## src/rtl/gray_conv_arbiter_if.sv

```systemverilog
// Requester and consumer handshake bundle for the shared Gray-to-binary converter.
// master drives requests and out_ready; slave is the arbiter side.
interface gray_conv_arbiter_if #(
  parameter int unsigned NREQ = 4,
  parameter int unsigned W    = 4,
  parameter int unsigned IDW  = $clog2(NREQ)
);
  logic [NREQ-1:0]   req_valid;
  logic [NREQ*W-1:0] req_gray;
  logic [NREQ-1:0]   req_ready;
  logic              out_valid;
  logic              out_ready;
  logic [W-1:0]      out_bin;
  logic [W-1:0]      out_gray;
  logic [IDW-1:0]    out_id;
  logic              busy;

  modport master (
    output req_valid, req_gray, out_ready,
    input  req_ready, out_valid, out_bin, out_gray, out_id, busy
  );

  modport slave (
    input  req_valid, req_gray, out_ready,
    output req_ready, out_valid, out_bin, out_gray, out_id, busy
  );
endinterface

```

## src/rtl/gray_conv_arbiter.sv

```systemverilog
// Round-robin arbiter sharing one Gray-to-binary converter among NREQ requesters,
// with a single-entry registered result stage under valid/ready backpressure.
module gray_conv_arbiter #(
  parameter int unsigned NREQ = 4,
  parameter int unsigned W    = 4,
  parameter int unsigned IDW  = $clog2(NREQ)
) (
  input logic                clk,
  input logic                rst,
  gray_conv_arbiter_if.slave bus
);

  localparam int unsigned SW = IDW + 1;

  typedef enum logic {
    EMPTY = 1'b0,
    FULL  = 1'b1
  } state_t;

  state_t         state_q;
  state_t         state_d;
  logic [IDW-1:0] ptr_q;
  logic [IDW-1:0] ptr_d;
  logic [W-1:0]   out_bin_q;
  logic [W-1:0]   out_gray_q;
  logic [IDW-1:0] out_id_q;

  logic [W-1:0]    gray_arr [NREQ];
  logic            can_accept_c;
  logic            found_c;
  logic            grant_c;
  logic [IDW-1:0]  win_c;
  logic [SW-1:0]   idx_c;
  logic [W-1:0]    sel_gray_c;
  logic [NREQ-1:0] req_ready_c;

  // MSB passes through; each lower bit is the XOR of all code bits above and including it.
  function automatic logic [W-1:0] gray2bin(input logic [W-1:0] g);
    logic [W-1:0] b;
    b        = '0;
    b[W-1]   = g[W-1];
    for (int i = int'(W) - 2; i >= 0; i--) begin
      b[i] = b[i+1] ^ g[i];
    end
    return b;
  endfunction

  always_comb begin
    for (int i = 0; i < int'(NREQ); i++) begin
      gray_arr[i] = bus.req_gray[i*W +: W];
    end
  end

  // Search from ptr upward with wrap; the first valid requester wins.
  always_comb begin
    found_c = 1'b0;
    win_c   = '0;
    idx_c   = '0;
    for (int k = 0; k < int'(NREQ); k++) begin
      idx_c = {1'b0, ptr_q} + SW'(k);
      if (idx_c >= SW'(NREQ)) begin
        idx_c = idx_c - SW'(NREQ);
      end
      if (!found_c && bus.req_valid[idx_c[IDW-1:0]]) begin
        found_c = 1'b1;
        win_c   = idx_c[IDW-1:0];
      end
    end
  end

  assign can_accept_c = (state_q == EMPTY) | bus.out_ready;
  assign grant_c      = can_accept_c & found_c & ~rst;
  assign sel_gray_c   = gray_arr[win_c];

  always_comb begin
    req_ready_c = '0;
    if (grant_c) begin
      req_ready_c[win_c] = 1'b1;
    end
  end

  always_comb begin
    ptr_d = ptr_q;
    if (grant_c) begin
      ptr_d = (win_c == IDW'(NREQ - 1)) ? '0 : win_c + IDW'(1);
    end
  end

  // Output stage occupancy: refill on grant, drain on out_ready without a new grant.
  always_comb begin
    state_d = state_q;
    unique case (state_q)
      EMPTY: if (grant_c) state_d = FULL;
      FULL:  if (bus.out_ready && !grant_c) state_d = EMPTY;
      default: state_d = EMPTY;
    endcase
  end

  always_ff @(posedge clk) begin
    if (rst) begin
      state_q <= EMPTY;
      ptr_q   <= '0;
    end else begin
      state_q <= state_d;
      ptr_q   <= ptr_d;
    end
  end

  // Result register is written only on a grant, so it holds through stalls.
  always_ff @(posedge clk) begin
    if (rst) begin
      out_bin_q  <= '0;
      out_gray_q <= '0;
      out_id_q   <= '0;
    end else if (grant_c) begin
      out_bin_q  <= gray2bin(sel_gray_c);
      out_gray_q <= sel_gray_c;
      out_id_q   <= win_c;
    end
  end

  assign bus.req_ready = req_ready_c;
  assign bus.out_valid = (state_q == FULL);
  assign bus.out_bin   = out_bin_q;
  assign bus.out_gray  = out_gray_q;
  assign bus.out_id    = out_id_q;
  assign bus.busy      = (state_q == FULL) | (|bus.req_valid);

endmodule
```

## src/flat_wrapper.sv

```systemverilog
// flat-port wrapper written by rule: the top's interface ports become plain ports
module gray_conv_arbiter_flat 
#(
  parameter int unsigned NREQ = 4,
  parameter int unsigned W    = 4,
  parameter int unsigned IDW  = $clog2(NREQ)
)
  (clk, rst, bus_req_valid, bus_req_gray, bus_out_ready, bus_req_ready, bus_out_valid, bus_out_bin, bus_out_gray, bus_out_id, bus_busy);
  gray_conv_arbiter_if #(.NREQ(NREQ), .W(W), .IDW(IDW)) bus_i ();
  input logic clk;
  input logic rst;
  input wire logic [$bits(bus_i.req_valid)-1:0] bus_req_valid;
  input wire logic [$bits(bus_i.req_gray)-1:0] bus_req_gray;
  input wire logic [$bits(bus_i.out_ready)-1:0] bus_out_ready;
  output wire logic [$bits(bus_i.req_ready)-1:0] bus_req_ready;
  output wire logic [$bits(bus_i.out_valid)-1:0] bus_out_valid;
  output wire logic [$bits(bus_i.out_bin)-1:0] bus_out_bin;
  output wire logic [$bits(bus_i.out_gray)-1:0] bus_out_gray;
  output wire logic [$bits(bus_i.out_id)-1:0] bus_out_id;
  output wire logic [$bits(bus_i.busy)-1:0] bus_busy;
  assign bus_i.req_valid = bus_req_valid;
  assign bus_i.req_gray = bus_req_gray;
  assign bus_i.out_ready = bus_out_ready;
  assign bus_req_ready = bus_i.req_ready;
  assign bus_out_valid = bus_i.out_valid;
  assign bus_out_bin = bus_i.out_bin;
  assign bus_out_gray = bus_i.out_gray;
  assign bus_out_id = bus_i.out_id;
  assign bus_busy = bus_i.busy;
  gray_conv_arbiter #(.NREQ(NREQ), .W(W), .IDW(IDW)) u_core (.clk(clk), .rst(rst), .bus(bus_i));
endmodule
```

## config.mk

```make
export PLATFORM = sky130hd
export DESIGN_NAME = gray_conv_arbiter_flat
export DESIGN_NICKNAME = d
export VERILOG_FILES = /design/src/rtl/gray_conv_arbiter_if.sv /design/src/rtl/gray_conv_arbiter.sv /design/src/flat_wrapper.sv
export SDC_FILE = /design/constraint.sdc
export NUM_CORES = 1
export LEC_CHECK = 0
export ABC_AREA = 1
export CAP_MARGIN = 40
export CORE_UTILIZATION = 45
export DETAILED_ROUTE_END_ITERATION = 7
export HOLD_SLACK_MARGIN = 0.06
export PLACE_DENSITY = 0.85
export SETUP_SLACK_MARGIN = 0.05
export SLEW_MARGIN = 20
export SYNTH_ARGS = -nofsm -noshare
export SYNTH_HDL_FRONTEND = slang
export SYNTH_SLANG_ARGS = --single-unit
export TNS_END_PERCENT = 20
```

## constraint.sdc

```tcl
create_clock -name clk -period 3.31 [get_ports clk]
set_input_delay 0.8275 -clock clk [delete_from_list [all_inputs] [get_ports clk]]
set_output_delay 0.8275 -clock clk [all_outputs]
set_load 0.02 [all_outputs]
```

==> run_results.csv <==
group,metric,value,unit
cts,clk_pin_slew,0.07,ns
cts,htree_levels,1,
timing,final_hold_viol_count,0,
power_and_ir_drop,total_leakage_power,0.0008906,uW
synthesis,synth_top_family_by_area,"simple AND/OR/NAND/NOR gates",
synthesis,synth_top_area_share,21.06,%
layout,nets,271,
worst_setup_path,start_kind,"input pin",
synthesis,ys.flop_type,"dfxtp_1",
cts,cts_buffers,3,
floorplanning,io_pins,39,
worst_setup_path,slowest_stage,"dlygate4sd2_1",
timing,slew_headroom,72.65,%
power_and_ir_drop,peakVddDrop,506.6,uV
worst_setup_path,startpoint,"bus_req_valid[3]",
floorplanning,die_w,52.74,um
timing,tightestPinTransition,0.4066,ns
cts,cts.sinks,12,
global_route,grt.overflow.total,0,
floorplanning,placementRows,18,
synthesis,syn-num-nets,216,
worst_setup_path,cp-end-kind,"primary output",
global_route,grt_max_degree,16,
drt,num_vias,1347,
drt,drtIter0Drc,42,
global_route,grtUsageTotal,22.42,%
worst_setup_path,arrival,2.32,ns
worst_setup_path,cp_common_cell,"nand2_2",
timing,fmax,317.4,MHz
synthesis,syn_area,0.001159,sq mm
global_route,antenna_found_initial,0,
synthesis,synth_edf_count,0,
global_route,grt_pass1_vias,1178,
drt,wirelength,2860,um
drt,drtAntennaViolNets,0,
worst_setup_path,required,2.48,ns
floorplanning,start_util,47.20,%
placed_design,gpl.final_weighted_congestion,0.9027,
floorplanning,dieArea,0.002782,sq mm
timing,whs,0.4681,ns
layout,drive_above_1_share,27.57,%
drt,dr.pass1.iters,4,
worst_setup_path,reg2reg_from,"u_core.ptr_q[1]",
cts,tritoncts,"done",
timing,slew_violations,0,
cts,cts_root_buf,"clkbuf_4",
global_route,grt_pass1_wl,4643,um
timing,fin_skew,0.0005344,ns
synthesis,synth.ff_latch_count,12,
power_and_ir_drop,p_per_area,761.4,mW/mm^2
synthesis,synthMuxAreaShare,0,%
drt,drc,0,
min_path,hold_path_class,"reg -> reg",
cts,clockBufferDepth,2,
timing,fin_crit_sh,95.19,%
synthesis,async_flop_share,0,%
min_path,hold_start,"u_core.bus.out_id[0]",
synthesis,postSynthAreaPerCell,6.130,sq um
placed_design,dp_hpwl,2191,um
floorplanning,core_area,0.002455,sq mm
worst_setup_path,cp_max_fo,4,
worst_setup_path,max_stage_delay,0.27,ns
timing,rsz0062_at_grt,"no",
synthesis,synth_compound_area_share,8.531,%
job,max_cap_viol_count,0,
timing,setup_violations,0,
timing,layout_min_cycle_time,3.151,ns
synthesis,synthAdderAreaFrac,4.320,%
synthesis,yosysWarnings,0,
run_status,outcome,"complete, no violations",
cts,cts-hold-fix-buffers,0,
synthesis,synth.area.top_cells,"nand2_1 (21%), dfxtp_1 (21%), nand3_1 (9.5%)",
placed_design,dp_cells,267,
synthesis,yosysUniqueCellTypes,30,
drt,viasPerCell,4.934,
drt,wl_per_cell,10.48,um
synthesis,synth_commonest_cells,"nand2_1 (65), inv_1 (22), nand3_1 (22), nand2_2 (13), dfxtp_1 (12)",
synthesis,synth-simple-area-share,53.89,%
layout,area_growth,48.92,%
cts,clk_latency,0.27,ns
layout,fin_cells,273,
floorplanning,die_h,52.74,um
placed_design,portBuffers,38,
synthesis,ys_seq_area_share,20.73,%
placed_design,dp_slack,-0.5809,ns
synthesis,netlist_instances,189,
timing,final_critical_path_setup_slack,0.1591,ns
layout,postLayoutCoreUtil,70.29,%
worst_setup_path,setup.worst_path.class,"in -> out",
synthesis,synth_most_common_cell,"nand2_1",
layout,n_antenna_cell,0,
worst_setup_path,crit_path_cell_trace,"dlygate4sd2_1 > inv_2 > nand2_2 > nand3_2 > nand2_2 > buf_4 > a21oi_4 > nand2_4 > nand2_8 > inv_6 > ha_1 > inv_1 > nor2_1 > buf_2",
synthesis,synth_xor_area_share,0,%
synthesis,synth_area_leader_cell,"nand2_1",
[layout make-up]
class	instances	area (sq um)
Multi-Input combinational cell	145	815.8
Fill cell	215	729.5
Timing Repair Buffer	54	484.2
Sequential cell	12	240.2
Inverter	28	111.4
Tap cell	30	37.54
Clock buffer	4	36.28
[worst paths after layout]
kind | slack [ns] | depth (start not counted) | end
max | 0.16 | 14 | bus_req_ready[1]
min | 0.47 | 2 | u_core.bus.out_id[0]
max reg2reg | 1.08 | 19 | u_core.bus.out_bin[0]
min reg2reg | 0.47 | 2 | u_core.bus.out_id[0]
[registers in the layout, indices dropped and copies added (netlist names)]
signal and count:
u_core.ptr_q 2, u_core.bus.out_bin 3, u_core.bus.out_gray 4, u_core.bus.out_id 2, u_core.bus.out_valid 1
[logic make-up after synthesis]
| family | Yosys count |
|---|---|
| AOI/OAI and AO/OA | 17 |
| adders and majority gates | 4 |
| buffers and inverters | 32 |
| DFF | 12 |
| and+or+nand+nor | 124 |
[metrics by stage]
stage	cell area [sq um]	setup TNS, ns	power [uW]
6_report	1725	0	1314
5_1_grt	1725	0	1440
2_1_floorplan	1159	0	873.6
3_5_place_dp	1648	-2.159	1162
4_1_cts	1708	0	1307
3_3_place_gp	1648	-1.964	1147
[per-layer routing]
layer	vias to the layer above	global-route usage [%]	wire length, um
met1	596	25.04	1219
met3	10	5.797	123
met5	-	0	0
met4	0	7.018	57
li1	703	-	-
met2	38	40.72	1460
[power by group]
group / switching [uW] / total (uW) / internal, uW / leakage (uW)
clock: 48.5 / 115 / 66.9 / 0.0000210
combinational: 566 / 977 / 411 / 0.000770
sequential: 29.7 / 221 / 191 / 0.000100
[layout by cell type (no fill, tap or decap), types with 2 or more instances in the layout]
master	instances
nand2_1	62
clkdlybuf4s50_1	30
nand3_1	18
inv_1	18
buf_4	17
nand2_2	15
dfxtp_1	12
nand3_2	9
o21ai_0	8
inv_2	6
nor2_1	5
nand2_4	4
ha_1	4
dlygate4sd2_1	4
nor2_2	3
a21oi_1	3
clkbuf_4	3
o21ai_1	2
a31oi_1	2
clkinv_1	2
nand3b_1	2
buf_2	2
[worst max-delay path: cells and delay by family]
| family | cells | cell delay (ns) |
|---|---|---|
| buffers and inverters | 6 | 0.71 |
| AOI/OAI and AO/OA | 1 | 0.15 |
| adders and majority gates | 1 | 0.18 |
| and+or+nand+nor | 6 | 0.44 |
[timing repair]
action	CTS	global route
resized for setup	31	7
pin swaps	4	3
endpoints found under the setup margin	5	4
setup buffers	2	0
Note: power is estimated with default switching activity, not from simulation.
